## src/rtl/mem_access_unit_pkg.sv

```systemverilog
// Shared types and constants for the MEM-stage access controller.
package mips_mem_pkg;

    typedef enum logic [1:0] {
        IDLE = 2'd0,
        BUSY = 2'd1,
        DONE = 2'd2
    } mem_state_t;

    localparam int TIMEOUT_DEF = 16;

    typedef struct packed {
        logic [31:0] read_data;
        logic [31:0] alu_result;
        logic [4:0]  reg_dest;
        logic        mem_to_reg;
        logic        reg_write;
    } mem_wb_t;

    localparam mem_wb_t MEM_WB_BUBBLE = '0;

endpackage

```

## src/rtl/mem_access_unit_if.sv

```systemverilog
// Request/acknowledge data-memory bus between the MEM stage and data memory.
interface mem_access_unit_if;
    logic        dmem_req;
    logic        dmem_we;
    logic [31:0] dmem_addr;
    logic [31:0] dmem_wdata;
    logic [31:0] dmem_rdata;
    logic        dmem_ack;

    modport master (
        output dmem_req, dmem_we, dmem_addr, dmem_wdata,
        input  dmem_rdata, dmem_ack
    );

    modport slave (
        input  dmem_req, dmem_we, dmem_addr, dmem_wdata,
        output dmem_rdata, dmem_ack
    );
endinterface

```

## src/rtl/mem_access_unit_mem_wb.sv

```systemverilog
// MEM/WB pipeline register; holds when not loaded, loads a bubble on request.
module mem_wb_register
    import mips_mem_pkg::*;
(
    input  logic    clk,
    input  logic    rst,
    input  logic    i_load,
    input  logic    i_bubble,
    input  mem_wb_t i_d,
    output mem_wb_t o_q
);

    mem_wb_t r_q;

    always_ff @(posedge clk or negedge rst) begin
        if (!rst) begin
            r_q <= MEM_WB_BUBBLE;
        end else if (i_load) begin
            r_q <= i_bubble ? MEM_WB_BUBBLE : i_d;
        end
    end

    assign o_q = r_q;

endmodule

```

## src/rtl/mem_access_unit.sv

```systemverilog
// MEM-stage controller: issues load/store bus transactions, stalls the front
// of the pipeline while one is outstanding, and drives the MEM/WB register.
module mem_access_unit
    import mips_mem_pkg::*;
#(
    parameter int TIMEOUT = TIMEOUT_DEF
)
(
    input  logic        clk,
    input  logic        rst,
    input  logic        MEM_zero,
    input  logic [31:0] MEM_ALUresult,
    input  logic [31:0] MEM_ReadData2,
    input  logic [31:0] MEM_Branch_Addr,
    input  logic [4:0]  MEM_RegDest,
    input  logic        MEM_Branch,
    input  logic        MEM_MemRead,
    input  logic        MEM_MemWrite,
    input  logic        MEM_MemtoReg,
    input  logic        MEM_RegWrite,
    mem_access_unit_if.master dmem,
    output logic        mem_stall,
    output logic        PCSrc,
    output logic [31:0] Branch_Target,
    output logic [31:0] MEMtoWB_ReadData,
    output logic [31:0] MEMtoWB_ALUresult,
    output logic [4:0]  MEMtoWB_RegDest,
    output logic        WB_MemtoReg,
    output logic        WB_RegWrite,
    output logic        misalign_err,
    output logic        bus_err
);

    localparam int CW = $clog2(TIMEOUT);
    localparam logic [CW-1:0] TC = CW'(TIMEOUT - 1);

    mem_state_t    r_state, w_next;
    logic [CW-1:0] r_cnt;
    logic [31:0]   r_rdata;
    logic          r_timed_out;
    logic          r_req, r_we;
    logic [31:0]   r_addr, r_wdata;
    logic          r_misalign_err, r_bus_err;

    logic          w_access, w_misalign, w_start, w_timeout;
    logic          w_stall, w_load, w_bubble, w_no_wr;
    logic [31:0]   w_rd;
    mem_wb_t       w_d, w_q;

    assign w_access   = MEM_MemRead | MEM_MemWrite;
    assign w_misalign = (MEM_ALUresult[1:0] != 2'b00);

    always_comb begin
        w_next    = r_state;
        w_stall   = 1'b0;
        w_load    = 1'b1;
        w_bubble  = 1'b0;
        w_no_wr   = 1'b0;
        w_rd      = 32'd0;
        w_start   = 1'b0;
        w_timeout = 1'b0;
        case (r_state)
            IDLE: begin
                if (w_access && !w_misalign) begin
                    w_stall  = 1'b1;
                    w_bubble = 1'b1;
                    w_start  = 1'b1;
                    w_next   = BUSY;
                end else if (w_access) begin
                    w_no_wr = 1'b1;
                end
            end
            BUSY: begin
                // MEM/WB already holds the bubble loaded on entry; just keep it.
                w_stall = 1'b1;
                w_load  = 1'b0;
                if (dmem.dmem_ack) begin
                    w_next = DONE;
                end else if (r_cnt == TC) begin
                    w_timeout = 1'b1;
                    w_next    = DONE;
                end
            end
            DONE: begin
                w_rd    = r_rdata;
                w_no_wr = r_timed_out;
                w_next  = IDLE;
            end
            default: w_next = IDLE;
        endcase
    end

    always_comb begin
        w_d            = MEM_WB_BUBBLE;
        w_d.read_data  = w_rd;
        w_d.alu_result = MEM_ALUresult;
        w_d.reg_dest   = MEM_RegDest;
        w_d.mem_to_reg = MEM_MemtoReg;
        w_d.reg_write  = MEM_RegWrite & ~w_no_wr;
    end

    always_ff @(posedge clk or negedge rst) begin
        if (!rst) begin
            r_state        <= IDLE;
            r_cnt          <= '0;
            r_rdata        <= 32'd0;
            r_timed_out    <= 1'b0;
            r_req          <= 1'b0;
            r_we           <= 1'b0;
            r_addr         <= 32'd0;
            r_wdata        <= 32'd0;
            r_misalign_err <= 1'b0;
            r_bus_err      <= 1'b0;
        end else begin
            r_state        <= w_next;
            r_misalign_err <= (r_state == IDLE) && w_access && w_misalign;
            r_bus_err      <= w_timeout;
            if (w_start) begin
                r_req       <= 1'b1;
                r_we        <= MEM_MemWrite;
                r_addr      <= MEM_ALUresult;
                r_wdata     <= MEM_ReadData2;
                r_cnt       <= '0;
                r_timed_out <= 1'b0;
            end else if (r_state == BUSY) begin
                r_cnt <= r_cnt + CW'(1);
                if (dmem.dmem_ack) begin
                    r_req   <= 1'b0;
                    r_rdata <= dmem.dmem_rdata;
                end else if (w_timeout) begin
                    r_req       <= 1'b0;
                    r_rdata     <= 32'd0;
                    r_timed_out <= 1'b1;
                end
            end
        end
    end

    mem_wb_register u_mem_wb (
        .clk      (clk),
        .rst      (rst),
        .i_load   (w_load),
        .i_bubble (w_bubble),
        .i_d      (w_d),
        .o_q      (w_q)
    );

    assign dmem.dmem_req   = r_req;
    assign dmem.dmem_we    = r_we;
    assign dmem.dmem_addr  = r_addr;
    assign dmem.dmem_wdata = r_wdata;

    assign mem_stall         = w_stall;
    assign PCSrc             = MEM_Branch & MEM_zero & ~w_stall;
    assign Branch_Target     = MEM_Branch_Addr;
    assign MEMtoWB_ReadData  = w_q.read_data;
    assign MEMtoWB_ALUresult = w_q.alu_result;
    assign MEMtoWB_RegDest   = w_q.reg_dest;
    assign WB_MemtoReg       = w_q.mem_to_reg;
    assign WB_RegWrite       = w_q.reg_write;
    assign misalign_err      = r_misalign_err;
    assign bus_err           = r_bus_err;

endmodule
```

## src/flat_wrapper.sv

```systemverilog
// flat-port wrapper written by rule: the top's interface ports become plain ports
module mem_access_unit_flat import mips_mem_pkg::*;
#(
    parameter int TIMEOUT = TIMEOUT_DEF
)
  (clk, rst, MEM_zero, MEM_ALUresult, MEM_ReadData2, MEM_Branch_Addr, MEM_RegDest, MEM_Branch, MEM_MemRead, MEM_MemWrite, MEM_MemtoReg, MEM_RegWrite, mem_stall, PCSrc, Branch_Target, MEMtoWB_ReadData, MEMtoWB_ALUresult, MEMtoWB_RegDest, WB_MemtoReg, WB_RegWrite, misalign_err, bus_err, dmem_dmem_req, dmem_dmem_we, dmem_dmem_addr, dmem_dmem_wdata, dmem_dmem_rdata, dmem_dmem_ack);
  mem_access_unit_if dmem_i ();
  input  logic clk;
  input  logic rst;
  input  logic MEM_zero;
  input  logic [31:0] MEM_ALUresult;
  input  logic [31:0] MEM_ReadData2;
  input  logic [31:0] MEM_Branch_Addr;
  input  logic [4:0] MEM_RegDest;
  input  logic MEM_Branch;
  input  logic MEM_MemRead;
  input  logic MEM_MemWrite;
  input  logic MEM_MemtoReg;
  input  logic MEM_RegWrite;
  output logic mem_stall;
  output logic PCSrc;
  output logic [31:0] Branch_Target;
  output logic [31:0] MEMtoWB_ReadData;
  output logic [31:0] MEMtoWB_ALUresult;
  output logic [4:0] MEMtoWB_RegDest;
  output logic WB_MemtoReg;
  output logic WB_RegWrite;
  output logic misalign_err;
  output logic bus_err;
  output wire logic [$bits(dmem_i.dmem_req)-1:0] dmem_dmem_req;
  output wire logic [$bits(dmem_i.dmem_we)-1:0] dmem_dmem_we;
  output wire logic [$bits(dmem_i.dmem_addr)-1:0] dmem_dmem_addr;
  output wire logic [$bits(dmem_i.dmem_wdata)-1:0] dmem_dmem_wdata;
  input wire logic [$bits(dmem_i.dmem_rdata)-1:0] dmem_dmem_rdata;
  input wire logic [$bits(dmem_i.dmem_ack)-1:0] dmem_dmem_ack;
  assign dmem_dmem_req = dmem_i.dmem_req;
  assign dmem_dmem_we = dmem_i.dmem_we;
  assign dmem_dmem_addr = dmem_i.dmem_addr;
  assign dmem_dmem_wdata = dmem_i.dmem_wdata;
  assign dmem_i.dmem_rdata = dmem_dmem_rdata;
  assign dmem_i.dmem_ack = dmem_dmem_ack;
  mem_access_unit #(.TIMEOUT(TIMEOUT)) u_core (.clk(clk), .rst(rst), .MEM_zero(MEM_zero), .MEM_ALUresult(MEM_ALUresult), .MEM_ReadData2(MEM_ReadData2), .MEM_Branch_Addr(MEM_Branch_Addr), .MEM_RegDest(MEM_RegDest), .MEM_Branch(MEM_Branch), .MEM_MemRead(MEM_MemRead), .MEM_MemWrite(MEM_MemWrite), .MEM_MemtoReg(MEM_MemtoReg), .MEM_RegWrite(MEM_RegWrite), .dmem(dmem_i), .mem_stall(mem_stall), .PCSrc(PCSrc), .Branch_Target(Branch_Target), .MEMtoWB_ReadData(MEMtoWB_ReadData), .MEMtoWB_ALUresult(MEMtoWB_ALUresult), .MEMtoWB_RegDest(MEMtoWB_RegDest), .WB_MemtoReg(WB_MemtoReg), .WB_RegWrite(WB_RegWrite), .misalign_err(misalign_err), .bus_err(bus_err));
endmodule
```

## config.mk

```make
export PLATFORM = sky130hd
export DESIGN_NAME = mem_access_unit_flat
export DESIGN_NICKNAME = d
export VERILOG_FILES = /design/src/rtl/mem_access_unit_pkg.sv /design/src/rtl/mem_access_unit_if.sv /design/src/rtl/mem_access_unit_mem_wb.sv /design/src/rtl/mem_access_unit.sv /design/src/flat_wrapper.sv
export SDC_FILE = /design/constraint.sdc
export NUM_CORES = 1
export LEC_CHECK = 0
export ABC_AREA = 1
export CAP_MARGIN = 10
export CORE_MARGIN = 2
export CORE_UTILIZATION = 35
export DETAILED_ROUTE_END_ITERATION = 10
export HOLD_SLACK_MARGIN = 0.1
export PLACE_DENSITY = 0.69
export SYNTH_ARGS = -nofsm -noshare
export SYNTH_HDL_FRONTEND = slang
export SYNTH_SLANG_ARGS = --single-unit
export TNS_END_PERCENT = 100
```

## constraint.sdc

```tcl
create_clock -name clk -period 2.3 [get_ports clk]
set_input_delay 0.46 -clock clk [delete_from_list [all_inputs] [get_ports clk]]
set_output_delay 0.46 -clock clk [all_outputs]
set_load 0.01 [all_outputs]
```

==> run summary <==
RePlAce Congestion: 0.7458
clk sinks: 178
Crit Path Category: in -> out
layout cells sized above 1: 0.05442
DP Cell Count: 1261
critical-path cell list: clkdlybuf4s50_1 > nor2_4 > buf_4 > nand3_4 > nand2_1 > nor2_1 > dlygate4sd2_1
I/O Buffers: 250
Critical Path Sink Type: output port
Vias/cell: 4.419
clk root buf: clkbuf_16
CTS tree: built
boundary pin count: 315
critical path startpoint category: input port
Num CTS Buffers: 17
Mapped Nets: 946
outcome: completed
minimum clock period: 2135 ps
Clock Skews: 12.46 ps
initial core utilization: 0.3597
post-CTS setup buffers: 0
CP max stage delay: 530 ps
GRT Total Usage: 0.1789
initial antenna violation count: 1
Diodes inserted: 0
Crit path buffers/inverters: 3
CP required: 1840 ps
Routed Antenna Nets: 0
worst min-delay path class: in -> reg
Filler Cells Inserted: 1871
Post-synth EDFFs: 0
Finished Layout Cells: 1294
post-layout util: 0.5208
vias in the first global route: 5724
crit path max fanout: 2
Max Clock Freq: 468.4 MHz
count leader, synth: nand2_1
num rows: 51
grt ovf: 0
worst-margin pin slew: 568.8 ps
Net count, final: 1159
top cells by area, synth: dfrtp_1, nand2_1, buf_4, nand3_1, buf_2
top cell type's share of synthesized area: 0.6301
Yosys reg bits: 178
dominant synthesized flop cell: dfrtp_1
Crit path max-delay family: buffers and inverters
Synth area leader: dfrtp_1
HPWL Detailed: 12.69 mm
Critical-path top delay cell: clkdlybuf4s50_1
Post-Synthesis Cells: 803
Syn. warnings: 0
final setup fails: 0
Remaining DRCs: 0
Longest Clk Path Bufs: 2
asr flop ratio synth: 1.000
syn avg cell area: 8.804 sq um
Reg clk slew, reported paths: 70 ps
relative slew slack: 0.6208
largest net degree at the start of global routing: 53
max cap viols: 0
Setup TNS: 0 ps
Total Die Area: 21350 sq um
Avg WL per Cell: 14.42 um
Pwr Density: 922.2 nW/um^2
DRT iter0 DRCs: 250
global-route wire length before repair: 30.57 mm
Die W: 146.1 um
area growth from synthesis to layout: 44.80%
pins over their slew limit: 0
Distinct cells, synth: 16
post-synthesis sequential area ratio: 0.6301
Max VDD drop: 455.5 uV
final hold vios: 0
Initial DRT Pass Iterations: 6
synth cell count leaders: nand2_1, dfrtp_1, nand3_1
routed via count: 5718
Die Y: 146.1 um
DRT Wirelength: 18.66 mm
LEAKAGE: 5.191 nW
Syn Std Cell Area: 7069 sq um
Core Area: 19650 sq um
final worst path period share: 0.9281
clk_lat worst skew: 420 ps
htree depth: 4
Power, Total: 0.009440 W
Worst EP arrival: 1670 ps
RSZ-0062 raised after global routing: false
## tightest hold or removal path, stage by stage
cell	delay (ps)
dlymetal6s2s_1	160
nand2_1	80
nand2_1	50
## placed cells by master (no fill, tap or decap), drive strengths merged
cell type	count
nor2	7
ha	1
buf	16
a21oi	1
xor2	1
bufinv	1
clkinv	2
dlymetal6s2s	2
dlygate4sd3	1
clkdlybuf4s50	246
clkinvlp	4
o21ai	1
clkbuf	18
dlygate4sd2	1
or2	1
dfrtp	178
nand3	44
nand3b	1
nand2	482
inv	20
nand4	1
## layout make-up
cell class	instances	area (sq um)	share of cell area
clock buffers	18	439.2	0.04290
clock inverters	14	145.1	0.01418
inverters	13	51.30	0.005012
repair buffers	266	2680	0.2618
well taps	265	331.6	0.03239
flip-flops and latches	178	4454	0.4352
multi-input cells	540	2135	0.2085
## through the flow
step	instance area (sq um)	hold WS [ps]	worst slack (ps)
6_report	10240	369.7	165.3
2_1_floorplan	7069	164.4	738.5
3_3_place_gp	9630	451.4	-207.6
3_5_place_dp	9630	447.8	-228.2
5_1_grt	10240	368.2	74.78
4_1_cts	10230	475.0	-92.21
## power breakdown
part           leakage, nW  switching [W]  total, W  internal (W)
logic                 2.65        0.00112   0.00238       0.00126
registers             2.26       0.000374   0.00419       0.00381
clock network        0.277        0.00131   0.00287       0.00156
## routing by layer
metal | vias to the layer above | global-route usage | wire, um
met2 | 197 | 0.2922 | 8879
li1 | 2828 | - | -
met1 | 2667 | 0.2300 | 8022
met3 | 24 | 0.05781 | 1484
met5 | - | 0 | 16
met4 | 2 | 0.04951 | 257
## final timing paths
kind	start	endpoint	slack (ps)	cells after the start
max	MEM_ALUresult[0]	PCSrc	170	7
min reg2reg	u_core.u_mem_wb.o_q[63]	u_core.u_mem_wb.o_q[63]	470	2
min in group asynchronous	rst	u_core.u_mem_wb.o_q[57]	560	2
max in group asynchronous	rst	u_core.u_mem_wb.o_q[12]	1080	3
max reg2reg	u_core.r_state[0]	u_core.r_rdata[9]	390	7
min	MEM_ALUresult[1]	u_core.u_mem_wb.o_q[8]	370	3
## kinds of logic (layout without fill, tap and decap cells)
logic type	count (synthesis)	count (layout)	share of synthesized area
XOR/XNOR	1	1	0.001239
buffers and inverters	85	311	0.07186
flip-flops	178	178	0.6301
AND/OR/NAND/NOR	536	536	0.2936
adder cells (fa/ha/maj)	1	1	0.001770
AO/OA/AOI/OAI	2	2	0.001415
## registers in the layout, summed over array words and instances (netlist names)
| name | flops |
|---|---|
| u_core.u_mem_wb.o_q | 71 |
| u_core.dmem.dmem_addr | 32 |
| u_core.dmem.dmem_wdata | 32 |
| u_core.r_rdata | 32 |
| u_core.r_cnt | 4 |
| u_core.r_state | 2 |
| u_core.bus_err | 1 |
| u_core.dmem.dmem_req | 1 |
| u_core.dmem.dmem_we | 1 |
| u_core.misalign_err | 1 |
| u_core.r_timed_out | 1 |
## what timing repair did
item                                    CTS  global route
hold endpoints to repair                 47             0
pin swaps                                 0             1
hold buffers                              1             0
endpoints found under the setup margin    2             1
gates resized for setup                   3             2
No activity file was read; power rests on OpenSTA's default activity.
